## src/rtl/system_0_sysid_check_pkg.sv

```systemverilog
`default_nettype none
// ============================================================================
// sysid_check_pkg : shared state encoding and error codes for the sysid check
// Rev 1.0
// ============================================================================
package sysid_check_pkg;

    typedef enum logic [1:0] {
        ST_IDLE  = 2'd0,
        ST_RD_ID = 2'd1,
        ST_RD_TS = 2'd2,
        ST_CHECK = 2'd3
    } state_e;

    localparam logic [1:0] ERR_NONE    = 2'd0;
    localparam logic [1:0] ERR_ID      = 2'd1;
    localparam logic [1:0] ERR_TS      = 2'd2;
    localparam logic [1:0] ERR_TIMEOUT = 2'd3;

endpackage
`default_nettype wire

```

## src/rtl/system_0_sysid_check_if.sv

```systemverilog
`default_nettype none
// ============================================================================
// system_0_sysid_check_if : Avalon-MM read port between the check and sysid
// Rev 1.0
// ============================================================================
interface system_0_sysid_check_if;

    logic        avm_address;
    logic        avm_read;
    logic        avm_waitrequest;
    logic [31:0] avm_readdata;

    modport master (
        output avm_address,
        output avm_read,
        input  avm_waitrequest,
        input  avm_readdata
    );

    modport slave (
        input  avm_address,
        input  avm_read,
        output avm_waitrequest,
        output avm_readdata
    );

endinterface
`default_nettype wire

```

## src/rtl/system_0_sysid_check_wait_timer.sv

```systemverilog
`default_nettype none
// ============================================================================
// sysid_wait_timer : stall counter for an Avalon master, expires at LIMIT-1
// Rev 1.0
// ============================================================================
module sysid_wait_timer #(
    parameter int TW    = 11,
    parameter int LIMIT = 1024
) (
    input  wire logic clk,
    input  wire logic rst_n,
    input  wire logic clr_i,
    input  wire logic en_i,
    output logic      expired_o
);

    localparam logic [TW-1:0] C_LAST = TW'(LIMIT - 1);

    logic [TW-1:0] cnt_q;

    // Saturates at the last value so a late clear never sees a wrapped count.
    always_ff @(posedge clk or negedge rst_n) begin
        if (!rst_n) begin
            cnt_q <= '0;
        end else if (clr_i) begin
            cnt_q <= '0;
        end else if (en_i && !expired_o) begin
            cnt_q <= cnt_q + 1'b1;
        end
    end

    assign expired_o = (cnt_q == C_LAST);

endmodule
`default_nettype wire

```

## src/rtl/system_0_sysid_check.sv

```systemverilog
`default_nettype none
// ============================================================================
// system_0_sysid_check : reads sysid ID/timestamp after reset, raises id_ok
// Rev 1.0
// ============================================================================
module system_0_sysid_check
    import sysid_check_pkg::*;
#(
    parameter logic [31:0] EXPECTED_ID    = 32'h0000_0000,
    parameter logic [31:0] EXPECTED_TS    = 32'h6098_7FD3,
    parameter int          TIMEOUT_CYCLES = 1024,
    parameter int          TW             = 11
) (
    input  wire logic                   clock,
    input  wire logic                   reset_n,
    system_0_sysid_check_if.master      avm,
    input  wire logic                   start,
    output logic                        busy,
    output logic                        done,
    output logic                        id_ok,
    output logic [1:0]                  err_code,
    output logic [31:0]                 id_value,
    output logic [31:0]                 ts_value
);

    state_e      state_q,  state_d;
    logic        arm_q,    arm_d;
    logic        busy_q,   busy_d;
    logic        done_q,   done_d;
    logic        id_ok_q,  id_ok_d;
    logic [1:0]  err_q,    err_d;
    logic [31:0] id_q,     id_d;
    logic [31:0] ts_q,     ts_d;

    logic        w_avm_read;
    logic        w_avm_address;
    logic        w_timer_clr;
    logic        w_timer_en;
    logic        w_expired;

    sysid_wait_timer #(
        .TW    (TW),
        .LIMIT (TIMEOUT_CYCLES)
    ) u_timer (
        .clk       (clock),
        .rst_n     (reset_n),
        .clr_i     (w_timer_clr),
        .en_i      (w_timer_en),
        .expired_o (w_expired)
    );

    assign w_timer_en = w_avm_read && avm.avm_waitrequest;

    // The arm flag comes out of reset set, giving the automatic first run.
    always_ff @(posedge clock or negedge reset_n) begin
        if (!reset_n) begin
            state_q <= ST_IDLE;
            arm_q   <= 1'b1;
            busy_q  <= 1'b0;
            done_q  <= 1'b0;
            id_ok_q <= 1'b0;
            err_q   <= ERR_NONE;
            id_q    <= '0;
            ts_q    <= '0;
        end else begin
            state_q <= state_d;
            arm_q   <= arm_d;
            busy_q  <= busy_d;
            done_q  <= done_d;
            id_ok_q <= id_ok_d;
            err_q   <= err_d;
            id_q    <= id_d;
            ts_q    <= ts_d;
        end
    end

    always_comb begin
        state_d       = state_q;
        arm_d         = arm_q;
        busy_d        = busy_q;
        done_d        = 1'b0;
        id_ok_d       = id_ok_q;
        err_d         = err_q;
        id_d          = id_q;
        ts_d          = ts_q;
        w_avm_read    = 1'b0;
        w_avm_address = 1'b0;
        w_timer_clr   = 1'b1;

        case (state_q)
            ST_IDLE: begin
                if (arm_q || start) begin
                    state_d = ST_RD_ID;
                    arm_d   = 1'b0;
                    busy_d  = 1'b1;
                    id_ok_d = 1'b0;
                    err_d   = ERR_NONE;
                end
            end

            ST_RD_ID: begin
                w_avm_read    = 1'b1;
                w_avm_address = 1'b0;
                w_timer_clr   = 1'b0;
                if (!avm.avm_waitrequest) begin
                    id_d        = avm.avm_readdata;
                    state_d     = ST_RD_TS;
                    w_timer_clr = 1'b1;
                end else if (w_expired) begin
                    err_d   = ERR_TIMEOUT;
                    done_d  = 1'b1;
                    busy_d  = 1'b0;
                    state_d = ST_IDLE;
                end
            end

            ST_RD_TS: begin
                w_avm_read    = 1'b1;
                w_avm_address = 1'b1;
                w_timer_clr   = 1'b0;
                if (!avm.avm_waitrequest) begin
                    ts_d        = avm.avm_readdata;
                    state_d     = ST_CHECK;
                    w_timer_clr = 1'b1;
                end else if (w_expired) begin
                    err_d   = ERR_TIMEOUT;
                    done_d  = 1'b1;
                    busy_d  = 1'b0;
                    state_d = ST_IDLE;
                end
            end

            ST_CHECK: begin
                // An ID mismatch is reported even when the timestamp is also wrong.
                if (id_q != EXPECTED_ID) begin
                    err_d = ERR_ID;
                end else if (ts_q != EXPECTED_TS) begin
                    err_d = ERR_TS;
                end else begin
                    id_ok_d = 1'b1;
                end
                done_d  = 1'b1;
                busy_d  = 1'b0;
                state_d = ST_IDLE;
            end

            default: begin
                state_d = ST_IDLE;
            end
        endcase
    end

    assign avm.avm_read    = w_avm_read;
    assign avm.avm_address = w_avm_address;

    assign busy     = busy_q;
    assign done     = done_q;
    assign id_ok    = id_ok_q;
    assign err_code = err_q;
    assign id_value = id_q;
    assign ts_value = ts_q;

endmodule
`default_nettype wire

```

## src/flat_wrapper.sv

```systemverilog
// flat-port wrapper written by rule: the top's interface ports become plain ports
module system_0_sysid_check_flat import sysid_check_pkg::*;
#(
    parameter logic [31:0] EXPECTED_ID    = 32'h0000_0000,
    parameter logic [31:0] EXPECTED_TS    = 32'h6098_7FD3,
    parameter int          TIMEOUT_CYCLES = 1024,
    parameter int          TW             = 11
)
  (clock, reset_n, start, busy, done, id_ok, err_code, id_value, ts_value, avm_avm_address, avm_avm_read, avm_avm_waitrequest, avm_avm_readdata);
  system_0_sysid_check_if avm_i ();
  input  wire logic clock;
  input  wire logic reset_n;
  input  wire logic start;
  output logic busy;
  output logic done;
  output logic id_ok;
  output logic [1:0] err_code;
  output logic [31:0] id_value;
  output logic [31:0] ts_value;
  output wire logic [$bits(avm_i.avm_address)-1:0] avm_avm_address;
  output wire logic [$bits(avm_i.avm_read)-1:0] avm_avm_read;
  input wire logic [$bits(avm_i.avm_waitrequest)-1:0] avm_avm_waitrequest;
  input wire logic [$bits(avm_i.avm_readdata)-1:0] avm_avm_readdata;
  assign avm_avm_address = avm_i.avm_address;
  assign avm_avm_read = avm_i.avm_read;
  assign avm_i.avm_waitrequest = avm_avm_waitrequest;
  assign avm_i.avm_readdata = avm_avm_readdata;
  system_0_sysid_check #(.EXPECTED_ID(EXPECTED_ID), .EXPECTED_TS(EXPECTED_TS), .TIMEOUT_CYCLES(TIMEOUT_CYCLES), .TW(TW)) u_core (.clock(clock), .reset_n(reset_n), .avm(avm_i), .start(start), .busy(busy), .done(done), .id_ok(id_ok), .err_code(err_code), .id_value(id_value), .ts_value(ts_value));
endmodule
```

## config.mk

```make
export PLATFORM = sky130hd
export DESIGN_NAME = system_0_sysid_check_flat
export DESIGN_NICKNAME = d
export VERILOG_FILES = /design/src/rtl/system_0_sysid_check_pkg.sv /design/src/rtl/system_0_sysid_check_if.sv /design/src/rtl/system_0_sysid_check_wait_timer.sv /design/src/rtl/system_0_sysid_check.sv /design/src/flat_wrapper.sv
export SDC_FILE = /design/constraint.sdc
export NUM_CORES = 1
export LEC_CHECK = 0
export BUFFER_PORTS_ARGS = -buffer_cell sky130_fd_sc_hd__buf_2
export CAP_MARGIN = 20
export CELL_PAD_IN_SITES_DETAIL_PLACEMENT = 0
export CELL_PAD_IN_SITES_GLOBAL_PLACEMENT = 1
export CORE_ASPECT_RATIO = 0.6
export CORE_MARGIN = 1
export CORE_UTILIZATION = 46
export CTS_BUF_LIST = sky130_fd_sc_hd__clkbuf_2 sky130_fd_sc_hd__clkbuf_4 sky130_fd_sc_hd__clkbuf_8
export DETAILED_ROUTE_END_ITERATION = 8
export PLACE_DENSITY_LB_ADDON = 0.2
export SYNTH_ARGS = -nofsm -noshare
export SYNTH_HDL_FRONTEND = slang
export SYNTH_HIERARCHICAL = 1
export SYNTH_SLANG_ARGS = --single-unit
export TNS_END_PERCENT = 30
```

## constraint.sdc

```tcl
create_clock -name clock -period 2.75 [get_ports clock]
set_input_delay 0 -clock clock [delete_from_list [all_inputs] [get_ports clock]]
set_output_delay 0 -clock clock [all_outputs]
set_load 0.03 [all_outputs]
```

==> results.md, run 1 <==
* Status: finished clean
* Starting Density at 49.1%
* Pwr dens at 1190 nW/um^2
* Sw Share at 44.7%
* Worst-case clock skew at 0.00649 ns
* Core ar. at 7510 sq um
* Post-synthesis net count at 318
* Global route overflow at 0
* Clock Sinks at 83
* Depth of the worst hold-timing path at 3
* Initial DRC count at 223
* Critical Path Start: u_core/state_q[1]
* Yosys cell types at 49
* Clock period minus worst slack at 2.24 ns
* Routed wire per std cell at 17.7 um
* Post-route ant nets at 0
* Reg power frac at 37.1%
* Clk_lat worst skew at 0.36 ns
* Die height at 71.3 um
* Total die area at 8380 sq um
* Mapped Cells at 277
* Setup TNS at 0 ns
* Area Growth Syn to Fin at 32.9%
* CTS tree: built
* Util after Layout at 65.2%
* Fill cells at 591
* Power share of the clock group at 16.7%
* Worst-path clk slew at 0.09 ns
* Reg2Reg Setup Slack at 0.51 ns
* Synth Register Bits at 83
* Max Clk Rate at 0.446 GHz
* GR Util All Layers at 23.5%
* Worst EP required at 3.05 ns
* WHS at 0.0525 ns
* Worst path arrival time at 2.54 ns
* Worst r2r src: u_core/state_q[1]
* H-tree depth at 3
* Ant diodes at 0
* DRC viols at 0
* RSZ-0062 raised after global routing: no
* CP Class: register to register
* Worst slew margin at 59.1%
* Largest net degree at the start of global routing at 84
* Post-Synthesis Cell Area at 3680 sq um
* Worst Setup Slack, final at 0.510 ns
* Num CTS Buffers at 9
* HP Start: start
* Critical Path End Type: register
* Vias at 2846
* Hold Path Class: primary input to register
* Post-DP HPWL at 6.36 mm
* Ports at 107
* Main synth FF type: dfrtp_1
* Clock Path Buffers at 2
* Ys Warns at 6
* DR pass1 iterations at 4
* Row count at 24
* Final hold violation count at 0
* Net switching power at 2.61 mW
* GP Congestion at 0.818
* Reg2Reg Depth at 7
* Total wire length at 9.34 mm
* Tot Pwr at 5.83 mW
* Leak at 2.26 nW
* Mean Syn Cell Area at 13.3 sq um
* Vias in the first global route at 2740
* Pint at 3.23 mW
* Peak VDD IR at 0.755 mV
* First-pass GRT wire length at 14.9 mm
* Final number of max-transition violations at 0
* Startpoint types: register
* Max_cap viols at 0
* Post-synth ARST share at 100%
* Post-synth EDFFs at 0
* Initial antenna violation count at 0
* Post-CTS Setup Bufs at 0
* Pre-CTS setup slack at 0.576 ns
* Crit-path max FO at 13
* Clk Tree Root Cell: clkbuf_8
* # nets final at 460
* Sequential-to-total area share from yosys stat at 56.4%
* Fin crit share at 81.5%
* Die width at 118 um
* Least-Margin Pin Slew at 0.608 ns
* IO Port Bufs at 106
* Setup violations, final at 0
* Vias per std cell at 5.39
* Part of the power in combinational logic at 46.2%
* Fraction of layout cells with a size suffix above 1 at 45.3%
-- flip-flops by register name (all words and copies together) (netlist names) --
register	count
u_core/arm_q	1
u_core/busy	1
u_core/done	1
u_core/err_code	2
u_core/id_ok	1
u_core/id_value	32
u_core/state_q	2
u_core/ts_value	32
u_core/u_timer/cnt_q	11
-- Yosys cell counts, types with 2 or more instances --
| library cell | n | area share [%] |
|---|---|---|
| nor2_1 | 8 | 0.82 |
| a311oi_1 | 2 | 0.48 |
| a21oi_1 | 9 | 1.2 |
| a31oi_1 | 5 | 0.85 |
| and3_1 | 5 | 0.85 |
| inv_1 | 10 | 1.0 |
| a21boi_0 | 2 | 0.41 |
| clkbuf_1 | 3 | 0.31 |
| nand4_1 | 7 | 1.2 |
| nand3_1 | 4 | 0.54 |
| buf_2 | 8 | 1.1 |
| and4b_1 | 2 | 0.54 |
| nor4bb_1 | 2 | 0.54 |
| mux2_1 | 11 | 3.4 |
| nand3b_1 | 2 | 0.41 |
| o21ai_0 | 4 | 0.54 |
| nor4_1 | 9 | 1.5 |
| nor2b_1 | 5 | 0.85 |
| a21o_1 | 3 | 0.61 |
| dfrtp_1 | 82 | 56 |
| o211ai_1 | 2 | 0.41 |
| mux2_2 | 53 | 16 |
| and4_1 | 2 | 0.48 |
| nor3_1 | 4 | 0.54 |
| ha_1 | 5 | 1.7 |
| a211oi_1 | 5 | 1.0 |
-- kinds of logic (layout without fill, tap and decap cells) --
family / after synthesis / count (layout) / share of synthesized area (%)
buf+inv: 23 / 170 / 3.09
simple gates: 63 / 63 / 12.0
compound gates: 38 / 38 / 6.97
mux: 65 / 65 / 19.8
flops: 83 / 83 / 56.4
fa+ha+maj: 5 / 5 / 1.70
-- stage by stage --
stage | cells | instance area, sq um
5_1_grt | 528 | 4890
3_3_place_gp | 478 | 4310
2_1_floorplan | 277 | 3680
6_report | 528 | 4890
4_1_cts | 527 | 4870
3_5_place_dp | 478 | 4310
-- worst max-delay path, cell delays in order, from the launching register on --
cell,delay [ns]
dfrtp_1,0.40
inv_1,0.09
ha_1,0.30
and2_1,0.33
inv_1,0.29
or3b_2,0.54
a21oi_1,0.12
or3_1,0.12
-- cells in the final DEF, fill, tap and decap left out, types with 5 or more instances in the layout --
cell type        n
nor4_1           9
inv_1           10
mux2_1          11
a211oi_1         5
and3_1           5
dlygate4sd3_1   33
dfrtp_1         82
a31oi_1          5
buf_2          105
a21oi_1          9
clkbuf_8         9
nand4_1          7
ha_1             5
mux2_2          53
buf_4            5
nor2_1           8
-- cell type report --
cell class	instances	area [sq um]	area share, %
inverters	10	37.5	0.767
clock buffers	10	131	2.68
clock inverters	6	90.1	1.84
multi-input cells	171	1510	30.8
well taps	104	130	2.66
repair buffers	144	921	18.8
flip-flops and latches	83	2080	42.5
-- routing by layer --
layer / vias to the layer above / part of all wire (%) / GRT usage [%] / routed length, um
li1: 1317 / - / - / -
met1: 1392 / 50 / 36.2 / 4690
met2: 129 / 41 / 31.2 / 3800
met3: 8 / 8.2 / 7.09 / 765
met4: 0 / 1.0 / 7.69 / 93
met5: - / 0 / 0 / 0
-- power groups by stage --
stage	Clock [mW]	Sequential [mW]	Combinational, mW
2_1_floorplan	0	3.09	0.885
3_3_place_gp	0	2.16	2.63
3_5_place_dp	0	2.17	2.65
4_1_cts	0.998	2.16	2.70
5_1_grt	1.04	2.25	2.85
6_report	0.973	2.16	2.70
-- path summary, 6_finish.rpt --
kind,to
setup / recovery,u_core/u_timer/cnt_q[0]
hold / removal,u_core/state_q[0]
setup reg to reg,u_core/u_timer/cnt_q[0]
hold reg to reg,u_core/arm_q
max in group asynchronous,u_core/id_value[30]
min in group asynchronous,u_core/state_q[0]
-- repair_timing --
action / CTS / global route
gates resized for setup: 0 / 0
hold endpoints to repair: 146 / 0
hold buffers: 33 / 0
endpoints found under the setup margin: 0 / 0
Power figures use the tool's default switching activity.
==> run 2, diff against run 1 <==
--- a/config.mk
+++ b/config.mk
@@ -5,13 +5,14 @@
 export SDC_FILE = /design/constraint.sdc
 export NUM_CORES = 1
 export LEC_CHECK = 0
+export ABC_AREA = 1
 export BUFFER_PORTS_ARGS = -buffer_cell sky130_fd_sc_hd__buf_2
 export CAP_MARGIN = 20
 export CELL_PAD_IN_SITES_DETAIL_PLACEMENT = 0
 export CELL_PAD_IN_SITES_GLOBAL_PLACEMENT = 1
 export CORE_ASPECT_RATIO = 0.6
 export CORE_MARGIN = 1
-export CORE_UTILIZATION = 46
+export CORE_UTILIZATION = 40
 export CTS_BUF_LIST = sky130_fd_sc_hd__clkbuf_2 sky130_fd_sc_hd__clkbuf_4 sky130_fd_sc_hd__clkbuf_8
 export DETAILED_ROUTE_END_ITERATION = 8
 export PLACE_DENSITY_LB_ADDON = 0.2
==> constraint.sdc (replaced) <==
create_clock -name clock -period 2.35 [get_ports clock]
set_input_delay 0 -clock clock [delete_from_list [all_inputs] [get_ports clock]]
set_output_delay 0 -clock clock [all_outputs]
set_load 0.03 [all_outputs]
==> run 2 against run 1 <==
Against the previous run: first-iteration DRC count fell by 17%; clock skew barely moved; count of clock-buffer cells in the layout rose by 1; critical endpoint is now u_core/u_timer/cnt_q[3]; critical path depth rose by 1; non-clock buffer count fell by 1; power rose by 16%.
==> results.md, run 2 <==
* Status: finished clean (unchanged)
* IO Port Bufs at 106 (unchanged)
* Mean Syn Cell Area at 8.66 sq um (was 13.3 sq um)
* Hold Path End: u_core/state_q[1] (was u_core/state_q[0])
* Max Clk Rate at 0.522 GHz (was 0.446 GHz)
* Post-synth EDFFs at 0 (unchanged)
* Mux cell area share after synthesis at 3.25% (was 19.8%)
* Sequential-to-total area share from yosys stat at 54.5% (was 56.4%)
* Reg2Reg Depth at 8 (was 7)
* CTS tree: built (unchanged)
* Tot Pwr at 6.78 mW (was 5.83 mW)
* Ant diodes at 0 (unchanged)
* Most common cell on crit path: nand2_1 (was inv_1)
* Post-DP HPWL at 6.95 mm (was 6.36 mm)
* XOR/XNOR share of the synthesized area at 0.230% (was 0%)
* Reg2Reg Setup Slack at 0.43 ns (was 0.51 ns)
* Row count at 27 (was 24)
* Share of the synthesized area in the top cell type at 53.8% (was 55.7%)
* Critical Path End Type: register (unchanged)
* Least-Margin Pin Slew at 0.525 ns (was 0.608 ns)
* Count leader, synth: nand2_1 (was dfrtp_1)
* Area Growth Syn to Fin at 32.1% (was 32.9%)
* Vias per std cell at 4.61 (was 5.39)
* Worst-path clk slew at 0.08 ns (was 0.09 ns)
* Synth Register Bits at 83 (unchanged)
* Post-CTS Setup Bufs at 0 (unchanged)
* Vias in the first global route at 3157 (was 2740)
* Setup violations, final at 0 (unchanged)
* Initial DRC count at 186 (was 223)
* Clk Tree Root Cell: clkbuf_8 (unchanged)
* Area leader, netlist: dfrtp_1 (unchanged)
* Clk_lat worst skew at 0.35 ns (was 0.36 ns)
* Total die area at 9940 sq um (was 8380 sq um)
* Num CTS Buffers at 9 (unchanged)
* GR Util All Layers at 20.7% (was 23.5%)
* Commonest non-fill, non-tap cells in the layout: 127 x nand2_1, 105 x buf_2, 82 x dfrtp_1 (was 105 x buf_2, 82 x dfrtp_1, 53 x mux2_2)
* Die height at 77.6 um (was 71.3 um)
* Top cells by area, synth: dfrtp_1 54%, nand2_1 13%, o21ai_0 6.4% (was dfrtp_1 56%, mux2_2 16%, mux2_1 3.4%)
* Post-synth ARST share at 100% (unchanged)
* Die width at 128 um (was 118 um)
* Most common cell after layout, fill and taps aside: nand2_1 (was buf_2)
* Ys Warns at 6 (unchanged)
* Main synth FF type: dfrtp_1 (unchanged)
* Startpoint types: register (unchanged)
* Setup TNS at 0 ns (unchanged)
* Initial antenna violation count at 0 (unchanged)
* DRC viols at 0 (unchanged)
* HP Start: avm_avm_waitrequest (was start)
* Slowest cell on crit path: clkinv_1 (was or3b_2)
* Final hold violation count at 0 (unchanged)
* CP max stage delay at 0.42 ns (was 0.54 ns)
* Fin crit share at 81.5% (about the same)
* Worst EP required at 2.60 ns (was 3.05 ns)
* WHS at 0.128 ns (was 0.0525 ns)
* Clock period minus worst slack at 1.92 ns (was 2.24 ns)
* # nets final at 622 (was 460)
* Core ar. at 9220 sq um (was 7510 sq um)
* Largest net degree at the start of global routing at 54 (was 84)
* Reg2reg end: u_core/u_timer/cnt_q[3] (was u_core/u_timer/cnt_q[0])
* Ports at 107 (unchanged)
* Max_cap viols at 0 (unchanged)
* Worst Setup Slack, final at 0.434 ns (was 0.510 ns)
* GP Congestion at 0.825 (was 0.818)
* Starting Density at 41.3% (was 49.1%)
* Post-route ant nets at 0 (unchanged)
* Synth Area in Simple Gates at 24.6% (was 12.0%)
* Critical path, cell by cell: inv_1, ha_1, nand2_1, clkinv_1, nand2_1, a21oi_1, nand2_1, nand2_1 (was inv_1, ha_1, and2_1, inv_1, or3b_2, a21oi_1, or3_1)
* Leak at 2.64 nW (was 2.26 nW)
* Yosys cell types at 32 (was 49)
* First-pass GRT wire length at 15.6 mm (was 14.9 mm)
* Worst slew margin at 65.0% (was 59.1%)
* Pwr dens at 1350 nW/um^2 (was 1190 nW/um^2)
* Crit-path max FO at 18 (was 13)
* Pre-CTS setup slack at 0.466 ns (was 0.576 ns)
* Post-synthesis net count at 481 (was 318)
* Mapped Cells at 440 (was 277)
* Util after Layout at 54.6% (was 65.2%)
* H-tree depth at 3 (unchanged)
* Final number of max-transition violations at 0 (unchanged)
* WP buf/inv at 2 (unchanged)
* Global route overflow at 0 (unchanged)
* Hold Path Class: primary input to register (unchanged)
* Vias at 3298 (was 2846)
* Worst path arrival time at 2.16 ns (was 2.54 ns)
* CP Class: register to register (unchanged)
* Depth of the worst hold-timing path at 4 (was 3)
* RSZ-0062 raised after global routing: no (unchanged)
* Synth Area in Compound Gates at 9.03% (was 6.97%)
* DR pass1 iterations at 4 (unchanged)
* Combinational family with the most area after synthesis: simple AND/OR/NAND/NOR gates (was multiplexers)
* Crit-path leading delay family: buffers and inverters (was simple AND/OR/NAND/NOR gates)
* Post-synthesis adder-cell area fraction at 1.64% (was 1.70%)
* Clock Path Buffers at 2 (unchanged)
* Clock Sinks at 83 (unchanged)
* Peak VDD IR at 0.692 mV (was 0.755 mV)
* Worst-case clock skew at 0.00600 ns (was 0.00649 ns)
* Most frequent cells after synthesis: 127 x nand2_1, 82 x dfrtp_1, 49 x o21ai_0 (was 82 x dfrtp_1, 53 x mux2_2, 11 x mux2_1)
* Fraction of layout cells with a size suffix above 1 at 27.1% (was 45.3%)
* Total wire length at 9.53 mm (was 9.34 mm)
* Routed wire per std cell at 13.3 um (was 17.7 um)
* Worst r2r src: u_core/state_q[0] (was u_core/state_q[1])
* Post-Synthesis Cell Area at 3810 sq um (was 3680 sq um)
run 2: metrics by stage:
stage / instances / instance area [sq um]
floorplan: 440 / 3810
global route: 716 / 5030
finish: 716 / 5030
detailed placement: 666 / 4470
CTS: 716 / 5030
global placement: 666 / 4470
run 2: how the worst max path moves through the flow:
| stage | from | slack, ns | end | cells after the start |
|---|---|---|---|---|
| finish | u_core/state_q[0] | 0.43 | u_core/u_timer/cnt_q[3] | 8 |
| global route | u_core/state_q[0] | 0.29 | u_core/u_timer/cnt_q[4] | 7 |
| CTS | u_core/state_q[0] | 0.45 | u_core/u_timer/cnt_q[3] | 8 |
| detailed placement | u_core/state_q[0] | 0.47 | u_core/u_timer/cnt_q[3] | 8 |
| global placement | u_core/state_q[0] | 0.58 | u_core/u_timer/cnt_q[3] | 8 |
| floorplan | u_core/state_q[0] | 0.68 | u_core/u_timer/cnt_q[2] | 7 |
run 2: what timing repair did:
action | CTS | global route
hold endpoints to repair | 100 | 0
resized for setup | 0 | 0
hold buffers | 34 | 0
run 2: power by group:
| part | switching, mW | internal (mW) |
|---|---|---|
| Combinational | 2.23 | 0.940 |
| Clock | 0.490 | 0.651 |
| Sequential | 0.455 | 2.01 |
| Total | 3.18 | 3.60 |
run 2: final cells by class:
cell class	instances	area (sq um)
Clock buffer	11	151
Multi-Input combinational cell	295	1480
Clock inverter	5	75.1
Sequential cell	83	2080
Tap cell	130	163
Inverter	49	184
Fill cell	901	4190
Timing Repair Buffer	143	908
run 2: cell families (layout without fill, tap and decap cells):
family                     Yosys count  count (layout)
AOI/OAI and AO/OA                   64              64
xor gates and xnor gates             1               1
and+or+nand+nor                    214             214
adders and majority gates            5               5
muxes                               11              11
buffers and inverters               62             208
DFF                                 83              83
run 2: worst register-to-register path: stages, from the launching register on:
cell,delay [ns]
dfrtp_1,0.39
inv_1,0.10
ha_1,0.35
nand2_1,0.17
clkinv_1,0.42
nand2_1,0.21
a21oi_1,0.06
nand2_1,0.08
nand2_1,0.04
run 2: per-layer routing:
layer,track usage [%],vias to the layer above,wire [um]
li1,-,1676,-
met1,30.1,1496,4840
met2,28.5,114,3860
met3,6.69,12,712
met4,7.29,0,127
met5,0,-,0
==> run 3, diff against run 2 <==
--- a/config.mk
+++ b/config.mk
@@ -12,7 +12,7 @@
 export CELL_PAD_IN_SITES_GLOBAL_PLACEMENT = 1
 export CORE_ASPECT_RATIO = 0.6
 export CORE_MARGIN = 1
-export CORE_UTILIZATION = 40
+export CORE_UTILIZATION = 36
 export CTS_BUF_LIST = sky130_fd_sc_hd__clkbuf_2 sky130_fd_sc_hd__clkbuf_4 sky130_fd_sc_hd__clkbuf_8
 export DETAILED_ROUTE_END_ITERATION = 8
 export PLACE_DENSITY_LB_ADDON = 0.2
==> constraint.sdc (replaced) <==
create_clock -name clock -period 1.55 [get_ports clock]
set_input_delay 0 -clock clock [delete_from_list [all_inputs] [get_ports clock]]
set_output_delay 0 -clock clock [all_outputs]
set_load 0.03 [all_outputs]
==> run 3 against run 2 <==
Against the previous run: global-route usage decreased by 0.67 points; final cell count increased by 4.2%; critical endpoint is now u_core/err_code[0]; via count increased by 2.9%; largest cell class unchanged; power increased by 57%; sequential cell count unchanged; design area increased by 5.1%; critical path depth increased by 4; sequential power increased by 52%; critical path type unchanged.
==> results.md, run 3 (same netlist as run 2, synthesis figures left out) <==
* Core ar. at 10100 sq um (was 9220 sq um)
* RSZ-0062 raised after global routing: yes (was no)
* Row count at 28 (was 27)
* Util after Layout at 52.6% (was 54.6%)
* Critical Path End Type: register (unchanged)
* First-pass GRT wire length at 16.6 mm (was 15.6 mm)
* Worst slew margin at 70.9% (was 65.0%)
* # nets final at 647 (was 622)
* Crit-path max FO at 4 (was 18)
* GR Util All Layers at 20.0% (was 20.7%)
* Clk Tree Root Cell: clkbuf_8 (unchanged)
* Clk_lat worst skew at 0.35 ns (about the same)
* Final number of max-transition violations at 0 (unchanged)
* Worst EP required at 1.79 ns (was 2.60 ns)
* Fin crit share at 95.2% (was 81.5%)
* Most common cell on crit path: nand2_2 (was nand2_1)
* Leak at 2.75 nW (was 2.64 nW)
* Global route overflow at 0 (unchanged)
* Total die area at 11000 sq um (was 9940 sq um)
* Depth of the worst hold-timing path at 4 (unchanged)
* Hold Path Class: primary input to register (unchanged)
* Register area at 2080 sq um (unchanged)
* Worst-path clk slew at 0.08 ns (about the same)
* Die width at 135 um (was 128 um)
* Pwr dens at 2010 nW/um^2 (was 1350 nW/um^2)
* Area Growth Syn to Fin at 38.9% (was 32.1%)
* IO Port Bufs at 106 (unchanged)
* DR pass1 iterations at 4 (unchanged)
* Startpoint types: register (unchanged)
* Max Clk Rate at 0.678 GHz (was 0.522 GHz)
* Worst path arrival time at 1.72 ns (was 2.16 ns)
* CP max stage delay at 0.41 ns (was 0.42 ns)
* Initial DRC count at 219 (was 186)
* Peak VDD IR at 0.888 mV (was 0.692 mV)
* Starting Density at 37.9% (was 41.3%)
* Multi-input logic area at 1540 sq um (was 1480 sq um)
* Crit-path leading delay family: simple AND/OR/NAND/NOR gates (was buffers and inverters)
* Reg2Reg Depth at 12 (was 8)
* Clock period minus worst slack at 1.48 ns (was 1.92 ns)
* CP Class: register to register (unchanged)
* Setup violations, final at 0 (unchanged)
* Vias in the first global route at 3260 (was 3157)
* Largest net degree at the start of global routing at 51 (was 54)
* Post-DP HPWL at 7.64 mm (was 6.95 mm)
* Commonest non-fill, non-tap cells in the layout: 123 x nand2_1, 105 x buf_2, 82 x dfrtp_1 (was 127 x nand2_1, 105 x buf_2, 82 x dfrtp_1)
* WP buf/inv at 2 (unchanged)
* Clock Path Buffers at 2 (unchanged)
* CP Depth at 12 (was 8)
* Initial antenna violation count at 0 (unchanged)
* Vias per std cell at 4.55 (was 4.61)
* Routed wire per std cell at 14.0 um (was 13.3 um)
* CTS tree: built (unchanged)
* Vias at 3393 (was 3298)
* Status: finished clean (unchanged)
* Post-route ant nets at 0 (unchanged)
* Max_cap viols at 0 (unchanged)
* GP Congestion at 0.845 (was 0.825)
* Worst-case clock skew at 0.00598 ns (was 0.00600 ns)
* Most common cell after layout, fill and taps aside: nand2_1 (unchanged)
* Clock Sinks at 83 (unchanged)
* Critical path, cell by cell: ha_4, nand2_2, nor2_4, nand3_4, inv_4, nand2_4, nand2_2, nand2_2, inv_2, nand2_2, nand2_1, o21ai_1 (was inv_1, ha_1, nand2_1, clkinv_1, nand2_1, a21oi_1, nand2_1, nand2_1)
* Ports at 107 (unchanged)
* DRC viols at 0 (unchanged)
* Fill cells at 951 (was 901)
* Final hold violation count at 0 (unchanged)
* WHS at 0.0825 ns (was 0.128 ns)
* Die height at 81.7 um (was 77.6 um)
* Num CTS Buffers at 9 (unchanged)
* Ant diodes at 0 (unchanged)
* Slowest cell on crit path: dfrtp_1 (was clkinv_1)
* Total wire length at 10.5 mm (was 9.53 mm)
* Least-Margin Pin Slew at 0.436 ns (was 0.525 ns)
* Fraction of layout cells with a size suffix above 1 at 32.6% (was 27.1%)
* H-tree depth at 3 (unchanged)
==> run 3: cell count changes in the layout (fill, tap and decap cells not counted), moves of 2 or more <==
cell	change
ha_1	-4
nand2_2	+2
ha_4	+2
nand2_1	-4
clkinvlp_4	+2
buf_4	+23
inv_2	+5
clkinv_2	-2
ha_2	+2
clkbuf_4	+2
inv_1	-6
==> run 3: stage by stage <==
step	total power, mW	setup WS, ns	setup TNS (ns)	std cells	cell area [sq um]
2_1_floorplan	7.12	-0.00192	-0.0190	440	3830
3_3_place_gp	8.81	0.0579	0	692	4660
3_5_place_dp	8.89	-0.00883	-0.0103	692	4660
4_1_cts	10.6	-0.000568	-0.000568	742	5200
5_1_grt	11.4	-0.0363	-0.0421	746	5290
6_report	10.6	0.0748	0	746	5290
==> run 3: final timing paths <==
kind / to / from / slack (ns)
max in group asynchronous: u_core/id_value[2] / reset_n / 0.77
worst max register to register: u_core/err_code[0] / u_core/u_timer/cnt_q[1] / 0.07
worst min-delay path: u_core/state_q[1] / avm_avm_waitrequest / 0.08
worst min register to register: u_core/arm_q / u_core/arm_q / 0.49
worst max-delay path: u_core/err_code[0] / u_core/u_timer/cnt_q[1] / 0.07
min in group asynchronous: u_core/ts_value[1] / reset_n / 0.15
==> run 3: timing repair <==
item | 4_1_cts | 5_1_grt
endpoints found under the hold margin | 128 | 0
pin swaps | 0 | 4
hold buffers | 34 | 0
setup endpoints to repair | 6 | 27
setup buffers | 0 | 4
resized for setup | 2 | 18
==> run 3: where the power goes <==
part           internal [mW]  switching [mW]
Sequential              3.05           0.706
Clock                  0.823           0.779
Combinational           1.73            3.55
==> run 3: layout make-up <==
type | instances | share of cell area [%]
flip-flops and latches | 83 | 39.3
well taps | 135 | 3.19
multi-input cells | 295 | 29.2
clock inverters | 4 | 0.946
repair buffers | 168 | 21.0
clock buffers | 12 | 2.88
inverters | 49 | 3.52
==> run 3: per-layer routing <==
metal	GRT usage [%]	share of wire [%]	vias to the layer above
li1	-	-	1727
met1	29.0	51	1552
met2	29.2	41	105
met3	6.11	7.0	9
met4	4.38	0.79	0
met5	0	0	-
==> run 3: worst register-to-register path: stages (launching register included) <==
cell and delay [ns]:
dfrtp_1 0.41, ha_4 0.16, nand2_2 0.07, nor2_4 0.15, nand3_4 0.10, inv_4 0.08, nand2_4 0.05, nand2_2 0.06
nand2_2 0.06, inv_2 0.05, nand2_2 0.06, nand2_1 0.05, o21ai_1 0.06
